`src/rtl/fp_pkg.sv`:
```
// Shared types for the fixed-point operation sequencer: opcodes, FSM states and
// the queued request record.
package fp_pkg;

    localparam int REQ_W = 32;

    localparam logic [1:0] OP_ADD = 2'b00;
    localparam logic [1:0] OP_MUL = 2'b01;
    localparam logic [1:0] OP_DIV = 2'b10;
    localparam logic [1:0] OP_RSV = 2'b11;

    typedef enum logic [1:0] {
        IDLE,
        ISSUE,
        WAIT,
        RESP
    } state_e;

    typedef struct packed {
        logic [REQ_W-1:0] a;
        logic [REQ_W-1:0] b;
        logic [1:0]       op;
    } req_t;

endpackage

```
`src/rtl/fp_op_sequencer_if.sv`:
```
// Request, arithmetic-unit and response signals of the operation sequencer.
// The slave modport is the sequencer's view; master is the environment's view.
interface fp_op_sequencer_if #(
    parameter int WIDTH = 32,
    parameter int DEPTH = 4
);
    logic                       req_valid;
    logic                       req_ready;
    logic [WIDTH-1:0]           req_a;
    logic [WIDTH-1:0]           req_b;
    logic [1:0]                 req_op;
    logic [WIDTH-1:0]           alu_a;
    logic [WIDTH-1:0]           alu_b;
    logic [1:0]                 alu_opcode;
    logic                       alu_start;
    logic                       alu_done;
    logic [WIDTH-1:0]           alu_result;
    logic                       rsp_valid;
    logic                       rsp_ready;
    logic [WIDTH-1:0]           rsp_data;
    logic [1:0]                 rsp_op;
    logic                       rsp_err;
    logic [$clog2(DEPTH+1)-1:0] occupancy;

    modport slave (
        input  req_valid, req_a, req_b, req_op, alu_done, alu_result, rsp_ready,
        output req_ready, alu_a, alu_b, alu_opcode, alu_start,
               rsp_valid, rsp_data, rsp_op, rsp_err, occupancy
    );

    modport master (
        output req_valid, req_a, req_b, req_op, alu_done, alu_result, rsp_ready,
        input  req_ready, alu_a, alu_b, alu_opcode, alu_start,
               rsp_valid, rsp_data, rsp_op, rsp_err, occupancy
    );
endinterface

```
`src/rtl/fp_req_fifo.sv`:
```
// Synchronous request FIFO with entry count; pointers wrap naturally because
// DEPTH is a power of two.
module fp_req_fifo
    import fp_pkg::*;
#(
    parameter int DEPTH = 4
) (
    input  logic                       clk,
    input  logic                       rst_n,
    input  logic                       push,
    input  logic                       pop,
    input  req_t                       din,
    output req_t                       dout,
    output logic                       full,
    output logic                       empty,
    output logic [$clog2(DEPTH+1)-1:0] occupancy
);
    localparam int AW = $clog2(DEPTH);
    localparam int OW = $clog2(DEPTH+1);

    req_t          mem [DEPTH];
    logic [AW-1:0] wr_ptr;
    logic [AW-1:0] rd_ptr;
    logic [OW-1:0] count;
    logic          do_push;
    logic          do_pop;

    assign full      = (count == OW'(DEPTH));
    assign empty     = (count == '0);
    assign do_push   = push && !full;
    assign do_pop    = pop && !empty;
    assign dout      = mem[rd_ptr];
    assign occupancy = count;

    always_ff @(posedge clk or negedge rst_n) begin
        if (!rst_n) begin
            wr_ptr <= '0;
            rd_ptr <= '0;
            count  <= '0;
        end else begin
            if (do_push) wr_ptr <= wr_ptr + AW'(1);
            if (do_pop)  rd_ptr <= rd_ptr + AW'(1);
            case ({do_push, do_pop})
                2'b10:   count <= count + OW'(1);
                2'b01:   count <= count - OW'(1);
                default: count <= count;
            endcase
        end
    end

    // Storage carries no reset; only pointers and count define validity.
    always_ff @(posedge clk) begin
        if (do_push) mem[wr_ptr] <= din;
    end

endmodule

```
`src/rtl/fp_op_sequencer.sv`:
```
// Issue stage for the fixed-point arithmetic unit: queues requests, issues them
// one at a time, waits for done or timeout, and returns in-order responses.
module fp_op_sequencer
    import fp_pkg::*;
#(
    parameter int WIDTH   = 32,
    parameter int DEPTH   = 4,
    parameter int TIMEOUT = 64
) (
    input logic              clk,
    input logic              rst_n,
    fp_op_sequencer_if.slave bus
);
    localparam int OCC_W = $clog2(DEPTH+1);
    localparam int CNT_W = $clog2(TIMEOUT);

    state_e           state;
    state_e           state_nxt;
    req_t             push_req;
    req_t             head;
    logic             full;
    logic             empty;
    logic             pop;
    logic [OCC_W-1:0] occ;
    logic [CNT_W-1:0] cnt;
    logic             timed_out;
    logic [1:0]       cur_op;
    logic [WIDTH-1:0] alu_a;
    logic [WIDTH-1:0] alu_b;
    logic [1:0]       alu_opcode;
    logic             alu_start;
    logic             rsp_valid;
    logic [WIDTH-1:0] rsp_data;
    logic [1:0]       rsp_op;
    logic             rsp_err;

    assign push_req = '{a: REQ_W'(bus.req_a), b: REQ_W'(bus.req_b), op: bus.req_op};

    fp_req_fifo #(.DEPTH(DEPTH)) u_fifo (
        .clk       (clk),
        .rst_n     (rst_n),
        .push      (bus.req_valid),
        .pop       (pop),
        .din       (push_req),
        .dout      (head),
        .full      (full),
        .empty     (empty),
        .occupancy (occ)
    );

    assign timed_out = (cnt == CNT_W'(TIMEOUT-1));

    always_ff @(posedge clk or negedge rst_n) begin
        if (!rst_n) state <= IDLE;
        else        state <= state_nxt;
    end

    // Reserved opcodes are resolved in ISSUE so the unit never sees a start.
    always_comb begin
        state_nxt = state;
        pop       = 1'b0;
        alu_start = 1'b0;
        rsp_valid = 1'b0;
        case (state)
            IDLE: begin
                if (!empty) begin
                    pop       = 1'b1;
                    state_nxt = ISSUE;
                end
            end
            ISSUE: begin
                if (cur_op == OP_RSV) begin
                    state_nxt = RESP;
                end else begin
                    alu_start = 1'b1;
                    state_nxt = WAIT;
                end
            end
            WAIT: begin
                if (bus.alu_done || timed_out) state_nxt = RESP;
            end
            RESP: begin
                rsp_valid = 1'b1;
                if (bus.rsp_ready) state_nxt = IDLE;
            end
            default: state_nxt = IDLE;
        endcase
    end

    always_ff @(posedge clk or negedge rst_n) begin
        if (!rst_n) begin
            cur_op     <= OP_ADD;
            alu_a      <= '0;
            alu_b      <= '0;
            alu_opcode <= OP_ADD;
            cnt        <= '0;
            rsp_data   <= '0;
            rsp_op     <= OP_ADD;
            rsp_err    <= 1'b0;
        end else begin
            if (pop) begin
                cur_op <= head.op;
                if (head.op != OP_RSV) begin
                    alu_a      <= WIDTH'(head.a);
                    alu_b      <= WIDTH'(head.b);
                    alu_opcode <= head.op;
                end
            end
            if (state == ISSUE)     cnt <= '0;
            else if (state == WAIT) cnt <= cnt + CNT_W'(1);
            if (state == ISSUE && cur_op == OP_RSV) begin
                rsp_data <= '0;
                rsp_op   <= cur_op;
                rsp_err  <= 1'b1;
            end
            // A done arriving in the final WAIT cycle still wins over timeout.
            if (state == WAIT) begin
                if (bus.alu_done) begin
                    rsp_data <= bus.alu_result;
                    rsp_op   <= cur_op;
                    rsp_err  <= 1'b0;
                end else if (timed_out) begin
                    rsp_data <= '0;
                    rsp_op   <= cur_op;
                    rsp_err  <= 1'b1;
                end
            end
        end
    end

    assign bus.req_ready  = !full;
    assign bus.occupancy  = occ;
    assign bus.alu_a      = alu_a;
    assign bus.alu_b      = alu_b;
    assign bus.alu_opcode = alu_opcode;
    assign bus.alu_start  = alu_start;
    assign bus.rsp_valid  = rsp_valid;
    assign bus.rsp_data   = rsp_data;
    assign bus.rsp_op     = rsp_op;
    assign bus.rsp_err    = rsp_err;

endmodule

```
`src/flat_wrapper.sv`:
```
// flat-port wrapper written by rule: the top's interface ports become plain ports
module fp_op_sequencer_flat import fp_pkg::*;
#(
    parameter int WIDTH   = 32,
    parameter int DEPTH   = 4,
    parameter int TIMEOUT = 64
)
  (clk, rst_n, bus_req_valid, bus_req_a, bus_req_b, bus_req_op, bus_alu_done, bus_alu_result, bus_rsp_ready, bus_req_ready, bus_alu_a, bus_alu_b, bus_alu_opcode, bus_alu_start, bus_rsp_valid, bus_rsp_data, bus_rsp_op, bus_rsp_err, bus_occupancy);
  fp_op_sequencer_if #(.WIDTH(WIDTH), .DEPTH(DEPTH)) bus_i ();
  input logic clk;
  input logic rst_n;
  input wire logic [$bits(bus_i.req_valid)-1:0] bus_req_valid;
  input wire logic [$bits(bus_i.req_a)-1:0] bus_req_a;
  input wire logic [$bits(bus_i.req_b)-1:0] bus_req_b;
  input wire logic [$bits(bus_i.req_op)-1:0] bus_req_op;
  input wire logic [$bits(bus_i.alu_done)-1:0] bus_alu_done;
  input wire logic [$bits(bus_i.alu_result)-1:0] bus_alu_result;
  input wire logic [$bits(bus_i.rsp_ready)-1:0] bus_rsp_ready;
  output wire logic [$bits(bus_i.req_ready)-1:0] bus_req_ready;
  output wire logic [$bits(bus_i.alu_a)-1:0] bus_alu_a;
  output wire logic [$bits(bus_i.alu_b)-1:0] bus_alu_b;
  output wire logic [$bits(bus_i.alu_opcode)-1:0] bus_alu_opcode;
  output wire logic [$bits(bus_i.alu_start)-1:0] bus_alu_start;
  output wire logic [$bits(bus_i.rsp_valid)-1:0] bus_rsp_valid;
  output wire logic [$bits(bus_i.rsp_data)-1:0] bus_rsp_data;
  output wire logic [$bits(bus_i.rsp_op)-1:0] bus_rsp_op;
  output wire logic [$bits(bus_i.rsp_err)-1:0] bus_rsp_err;
  output wire logic [$bits(bus_i.occupancy)-1:0] bus_occupancy;
  assign bus_i.req_valid = bus_req_valid;
  assign bus_i.req_a = bus_req_a;
  assign bus_i.req_b = bus_req_b;
  assign bus_i.req_op = bus_req_op;
  assign bus_i.alu_done = bus_alu_done;
  assign bus_i.alu_result = bus_alu_result;
  assign bus_i.rsp_ready = bus_rsp_ready;
  assign bus_req_ready = bus_i.req_ready;
  assign bus_alu_a = bus_i.alu_a;
  assign bus_alu_b = bus_i.alu_b;
  assign bus_alu_opcode = bus_i.alu_opcode;
  assign bus_alu_start = bus_i.alu_start;
  assign bus_rsp_valid = bus_i.rsp_valid;
  assign bus_rsp_data = bus_i.rsp_data;
  assign bus_rsp_op = bus_i.rsp_op;
  assign bus_rsp_err = bus_i.rsp_err;
  assign bus_occupancy = bus_i.occupancy;
  fp_op_sequencer #(.WIDTH(WIDTH), .DEPTH(DEPTH), .TIMEOUT(TIMEOUT)) u_core (.clk(clk), .rst_n(rst_n), .bus(bus_i));
endmodule
```
`config.mk`:
```
export PLATFORM = sky130hd
export DESIGN_NAME = fp_op_sequencer_flat
export DESIGN_NICKNAME = d
export VERILOG_FILES = /design/src/rtl/fp_pkg.sv /design/src/rtl/fp_op_sequencer_if.sv /design/src/rtl/fp_req_fifo.sv /design/src/rtl/fp_op_sequencer.sv /design/src/flat_wrapper.sv
export SDC_FILE = /design/constraint.sdc
export NUM_CORES = 1
export LEC_CHECK = 0
export CAP_MARGIN = 20
export CELL_PAD_IN_SITES_DETAIL_PLACEMENT = 2
export CELL_PAD_IN_SITES_GLOBAL_PLACEMENT = 2
export CORE_MARGIN = 8
export CORE_UTILIZATION = 38
export CTS_BUF_LIST = sky130_fd_sc_hd__clkbuf_8
export CTS_CLUSTER_SIZE = 25
export DETAILED_ROUTE_END_ITERATION = 8
export GPL_TIMING_DRIVEN = 0
export HOLD_SLACK_MARGIN = 0.06
export PLACE_DENSITY_LB_ADDON = 0.1
export SYNTH_ARGS = -nofsm -noshare
export SYNTH_HDL_FRONTEND = slang
export SYNTH_SLANG_ARGS = --single-unit
```
`constraint.sdc`:
```
create_clock -name clk -period 2.88 [get_ports clk]
set_clock_uncertainty 0.05 [all_clocks]
set_input_delay 0.72 -clock clk [delete_from_list [all_inputs] [get_ports clk]]
set_output_delay 0.72 -clock clk [all_outputs]
set_load 0.01 [all_outputs]
```
======== After elaboration in Yosys (flattened, before gate mapping) ========
Memories as Yosys holds them, arrays and structs flattened.
Index checks and enable logic that the tools add are counted.
cells by class
  eq/ne operators ......................... 12
  multiplexer cells ....................... 27
  add/sub/neg operators ................... 5
  reduce and logical (&&, ||, !) cells .... 12
operators with widths
  kind                   number
  $mux W32               4
  $mux W2                7
  $mux W1                12
  $mux W6                2
  $eq A2 B2 Y1 const B   4
  $pmux W2 S4            1
  $add A6 B1 Y6 const B  1
  $eq A6 B6 Y1 const B   1
  $ne A2 B2 Y1 const B   3
  $pmux W3 S2            1
  $add A2 B1 Y2 const B  2
  $eq A2 B1 Y1 const B   2
  $reduce_bool A2 Y1     2
  $add A3 B1 Y3 const B  1
  $eq A3 B3 Y1 const B   1
  $logic_and A1 B1 Y1    3
  $logic_not A3 Y1       1
  $reduce_and A3 Y1      1
  $sub A3 B1 Y3 const B  1
  $logic_not A1 Y1       2
  $logic_not A2 Y1       1
  $ne A2 B1 Y1 const B   1
  $reduce_and A2 Y1      1
  $logic_or A1 B1 Y1     1
word-level totals
  register bits after elaboration ......... 118
  output and inout port bits .............. 107
  word-level logic and storage cells ...... 69
  input port bits ......................... 103
  memories ................................ 1
  RAM bits ................................ 264
memory list
  name               depth  width  rd ports  clocked after Yosys merged registers in  write ports  RTL line           text
  u_core.u_fifo.mem  4      66     1         0                                        1            fp_req_fifo.sv:21  req_t mem [DEPTH];

======== Longest topological paths before layout ========
Gate-level depths: netlist of run 1.
  depth in word-level cells ............... 6
  gate-level depth with buffers ........... 9
  depth with buffers taken out ............ 9

======== Cells and area by module ========
From an unflattened synthesis of run 1, not the netlist that was laid out.
second synthesis, totals
  cells, all modules ...................... 675
  area total of the unflattened synthesis .. 14313.7 µm²
by module, submodules not included
  module           seq. area each (µm²)  area an instance (µm²)  instances  cells an instance
  fp_req_fifo      8102.8                9959.6                  1          383
  fp_op_sequencer  2777.7                4354.2                  1          292

======== Worst setup path after synthesis of run 1 ========
No wires, ideal clock.
  kind .................................... flip-flop to flip-flop
  start ................................... register u_core.u_fifo.count[0], in the netlist u_core.u_fifo.occupancy[0]
  end ..................................... memory u_core.u_fifo.mem[0][0] (netlist bit), enable pin
  data required time ...................... 2398 ps
  cell stages (with the launch flop) ...... 4
  path buffers ............................ 0
  setup time .............................. 432 ps
  setup slack ............................. 48 ps
  period minus slack after synthesis ...... 2832 ps
  arrival ................................. 2351 ps
  cells stage by stage .................... dfrtp_1 -> nor2_1 -> nand2_1 -> and3_1
on the way
  word-level cells in the longest chain between the ends .. 5
ends and longest elaborated chain
  what                           RTL line            text
  start, declared                fp_req_fifo.sv:24   logic [OW-1:0] count;
  start signal, assigned         fp_req_fifo.sv:44   2'b10: count <= count + OW'(1);
  start signal, assigned         fp_req_fifo.sv:45   2'b01: count <= count - OW'(1);
  start signal, assigned         fp_req_fifo.sv:46   default: count <= count;
  $eq A3 B3 Y1                   fp_req_fifo.sv:28   assign full = (count == OW'(DEPTH));
  $logic_not A1 Y1               -
  via bus_req_ready              flat_wrapper.sv:19  output wire logic [$bits(bus_i.req_ready)-1:0] bus_req_ready;
  $logic_and A1 B1 Y1            fp_req_fifo.sv:30   assign do_push = push && !full;
  $mux W1                        fp_req_fifo.sv:53   if (do_push) mem[wr_ptr] <= din;
  $mux W1 (not written as such)  fp_req_fifo.sv:53
  end, declared                  fp_req_fifo.sv:21
The timed path passes the listed nets, and every way through them passes these cells.

======== Final worst setup path of run 1 ========
  start ................................... register u_core.u_fifo.count[0], in the netlist u_core.u_fifo.occupancy[0]
  end ..................................... output bus_req_ready
on the way
  word-level cells in the longest chain between the ends .. 2
ends and longest elaborated chain
  what              RTL line                text
  $eq A3 B3 Y1      fp_req_fifo.sv:28
  $logic_not A1 Y1  fp_op_sequencer.sv:131  assign bus.req_ready = !full;
  end, declared     flat_wrapper.sv:19
No other way between the ends.

==> key figures, run 1 <==
Die
  – Die Span X: 212.0 µm
  – Die height: 212.0 µm
  – Num rows: 71
  – Die area: 44930 µm²
  – Total core area: 37760 µm²
  – Initial Util: 38.65%
  – I/O Pins: 210

Setup path
  – Critical Path AT: 1.93 ns
  – Critical path fanouts, max: 6
  – Worst EP required: 2.11 ns
  – CP Launch Type: flip-flop
  – Worst setup EP type: primary output
  – Critical Path Start: u_core.u_fifo.occupancy[0]$_DFFE_PN0P_
  – Kind of critical path: flip-flop to primary output
  – Worst R2R Start: u_core.state[0]$_DFFE_PN0P_

STA
  – Worst rel slew slack: 34.42%
  – Final Cycle Share: 93.73%
  – Unrepaired setup endpoints after global routing: no
  – Fin crit period: 2.700 ns
  – Hold Slack: 0.07631 ns
  – Slew @ Worst Pin: 0.9837 ns
  – Final hold vios: 0
  – Fmax: 370.4 MHz
  – Slew Limit Fails: 0
  – Final Setup Violations: 0

Synthesis
  – Yosys warns: 0
  – Seq cells post-synth: 382
  – Area leader, netlist: edfxtp_1
  – Yosys top cell area share: 54.32%
  – Syn Area/Cell: 19.91 µm²
  – Syn_nets: 848
  – Largest cells by area after synthesis: edfxtp_1 54%, dfrtp_1 20%, mux4_2 10%
  – Mapped Cells: 733
  – Synth cell types: 36
  – Post-Syn Area: 14590 µm²
  – Register area share after synthesis: 74.55%

Drt
  – Avg WL per Cell: 22.66 µm
  – Final wirelength: 35780 µm
  – Detail-routed via count per cell: 4.778
  – DRT iter0 DRCs: 252
  – Post-DRT Antenna Nets: 0
  – Number of remaining DRC errors: 0
  – Via count: 7545
  – DR pass1 iterations: 4

CTS
  – Clk slew on worst S/H paths: 0.06 ns
  – Postcts setup bufs: 0
  – Clock Path Buffers: 3
  – Cts hold-fix bufs: 0
  – CTS H-tree lvls: 3
  – Clock sink count: 382
  – TritonCTS Buffers: 66
  – Post-cts sizing count: 3
  – Root Driver: clkbuf_8
  – TritonCTS clock tree: yes
  – Clk Latency, worst-skew pair: 0.58 ns

Outcome
  – Status: complete, no violations

Layout
  – Nets: 1131
  – Leading cell type in the layout, fill and taps excluded: edfxtp_1
  – Share of post-route cells with drive strength above 1: 22.68%
  – Fin area: 18730 µm²
  – Synthesis-to-layout area growth: 28.33%
  – Fin cells: 1579
  – Commonest cells after routing, fill and taps aside: 264 x edfxtp_1, 207 x clkdlybuf4s50_1, 118 x dfrtp_1, 76 x nand2_1, 75 x clkbuf_8

Place
  – Placer Congestion: 0.6996
  – Dpl cells: 1459
  – Dpl hpwl: 23180 µm
  – Port-buffer cells: 209
  – Post-DP Area: 17490 µm²

Pwr
  – LEAKAGE: 6.863 nW
  – Maximum vdd ir drop: 0.4926 mV
  – Power per cell area: 1094 nW/µm²
  – Total Power: 0.02048 W

GRT
  – Gr usage total: 16.23%
  – GRT overflow: 0
  – Largest net degree at the start of global routing: 67
  – Initial antenna violation count: 5
  – First-pass GRT wire length: 55480 µm
  – Vias in the first global route: 8876

Worst hold path
  – Worst min path class: input port to async pin

Flow run
  – Max Cap Viol: 0
[state kept, by name, summed over array words and instances, names as in the netlist]
name / flops
u_core.u_fifo.occupancy: 3
u_core.u_fifo.rd_ptr: 2
u_core.bus.alu_opcode: 2
u_core.bus.rsp_op: 2
u_core.bus.rsp_err: 1
u_core.u_fifo.mem: 264
u_core.bus.alu_a: 32
u_core.bus.rsp_data: 32
u_core.cnt: 6
u_core.state: 2
u_core.u_fifo.wr_ptr: 2
u_core.bus.alu_b: 32
u_core.cur_op: 2
[report_power, final]
| part | total [W] | switching [W] | leakage, nW | internal [W] |
|---|---|---|---|---|
| logic | 0.00760 | 0.00339 | 2.30 | 0.00421 |
| clock network | 0.00454 | 0.00216 | 0.721 | 0.00238 |
| registers | 0.00835 | 0.000755 | 3.84 | 0.00759 |
[synthesized netlist by cell type]
master,number
mux2_4,60
buf_1,4
ha_1,11
nor3b_1,1
xnor2_1,6
o311a_1,1
o41ai_1,1
o22ai_1,3
nand3_1,2
o21a_1,1
a21boi_0,1
dfrtp_1,118
xor2_1,2
mux4_2,66
o31ai_1,1
o31ai_2,1
fa_1,1
buf_6,1
o21ai_0,34
buf_4,1
inv_1,11
nand2_1,76
a21oi_1,5
and3_1,4
nor2_1,10
a21oi_4,1
edfxtp_1,264
buf_12,6
nor3_1,2
clkbuf_1,20
mux2_2,11
nand2b_1,2
nor2b_1,1
nand4_1,1
and2_1,2
nand3b_1,1
[routing by layer]
metal	GRT usage [%]	vias up	share of wire, %
met3	5.110	46	6.7
met5	0	-	0.087
met2	27.10	213	49
li1	-	3403	-
met4	5.200	6	1.7
met1	19.94	3877	42
[cell families (layout without fill, tap and decap cells)]
group / count (synthesis) / in the layout / share of synthesized area, %
xor+xnor: 8 / 8 / 0.4801
fa+ha+maj: 12 / 12 / 1.080
flops: 382 / 382 / 74.55
compound gates: 49 / 49 / 1.946
other cells: 0 / 1 / 0
mux: 137 / 137 / 17.21
buf+inv: 43 / 377 / 1.852
simple gates: 102 / 102 / 2.881
[stage by stage]
step | setup TNS (ns) | utilization, % | setup WS, ns
after CTS | 0 | 49.58 | 0.08239
final | 0 | 49.61 | 0.1805
after global placement | -1075.12 | 45.89 | -4.780
after floorplan | 0 | - | 0.04756
after detailed placement | 0 | 46.34 | 0.08662
after global routing | 0 | 49.61 | 0.02873
[worst paths after layout]
check | endpoint | slack (ns) | depth (start not counted)
max in group asynchronous | u_core.bus.alu_a[0]$_DFFE_PN0P_ | 1.92 | 2
hold reg to reg | u_core.bus.alu_a[14]$_DFFE_PN0P_ | 0.45 | 1
setup / recovery | bus_req_ready | 0.18 | 3
setup reg to reg | u_core.bus.rsp_data[27]$_DFF_PN0_ | 0.34 | 7
min in group clk | u_core.bus.alu_a[14]$_DFFE_PN0P_ | 0.45 | 1
hold / removal | u_core.u_fifo.occupancy[0]$_DFFE_PN0P_ | 0.08 | 1
[worst max-delay path: stages (launching register included)]
cell and delay, ns:
dfrtp_1 0.51, nor2_1 0.07, nand2_1 0.19, clkdlybuf4s50_1 0.59
[cell type report]
class | count | area, µm²
Fill cell | 3405 | 19030
Sequential cell | 382 | 10880
Multi-Input combinational cell | 308 | 3485
Timing Repair Buffer | 215 | 2240
Clock buffer | 75 | 1032
Tap cell | 511 | 639.4
Buffer | 32 | 229.0
Clock inverter | 44 | 180.2
Inverter | 11 | 41.29
Antenna cell | 1 | 2.502
Note: power is estimated with default switching activity, not from simulation.
==> run 2: changes to the inputs <==
Settings changed: SKIP_LAST_GASP from default to 1.
==> results of run 2 <==
The final DEF is identical to that of run 1; final timing and power are the same.
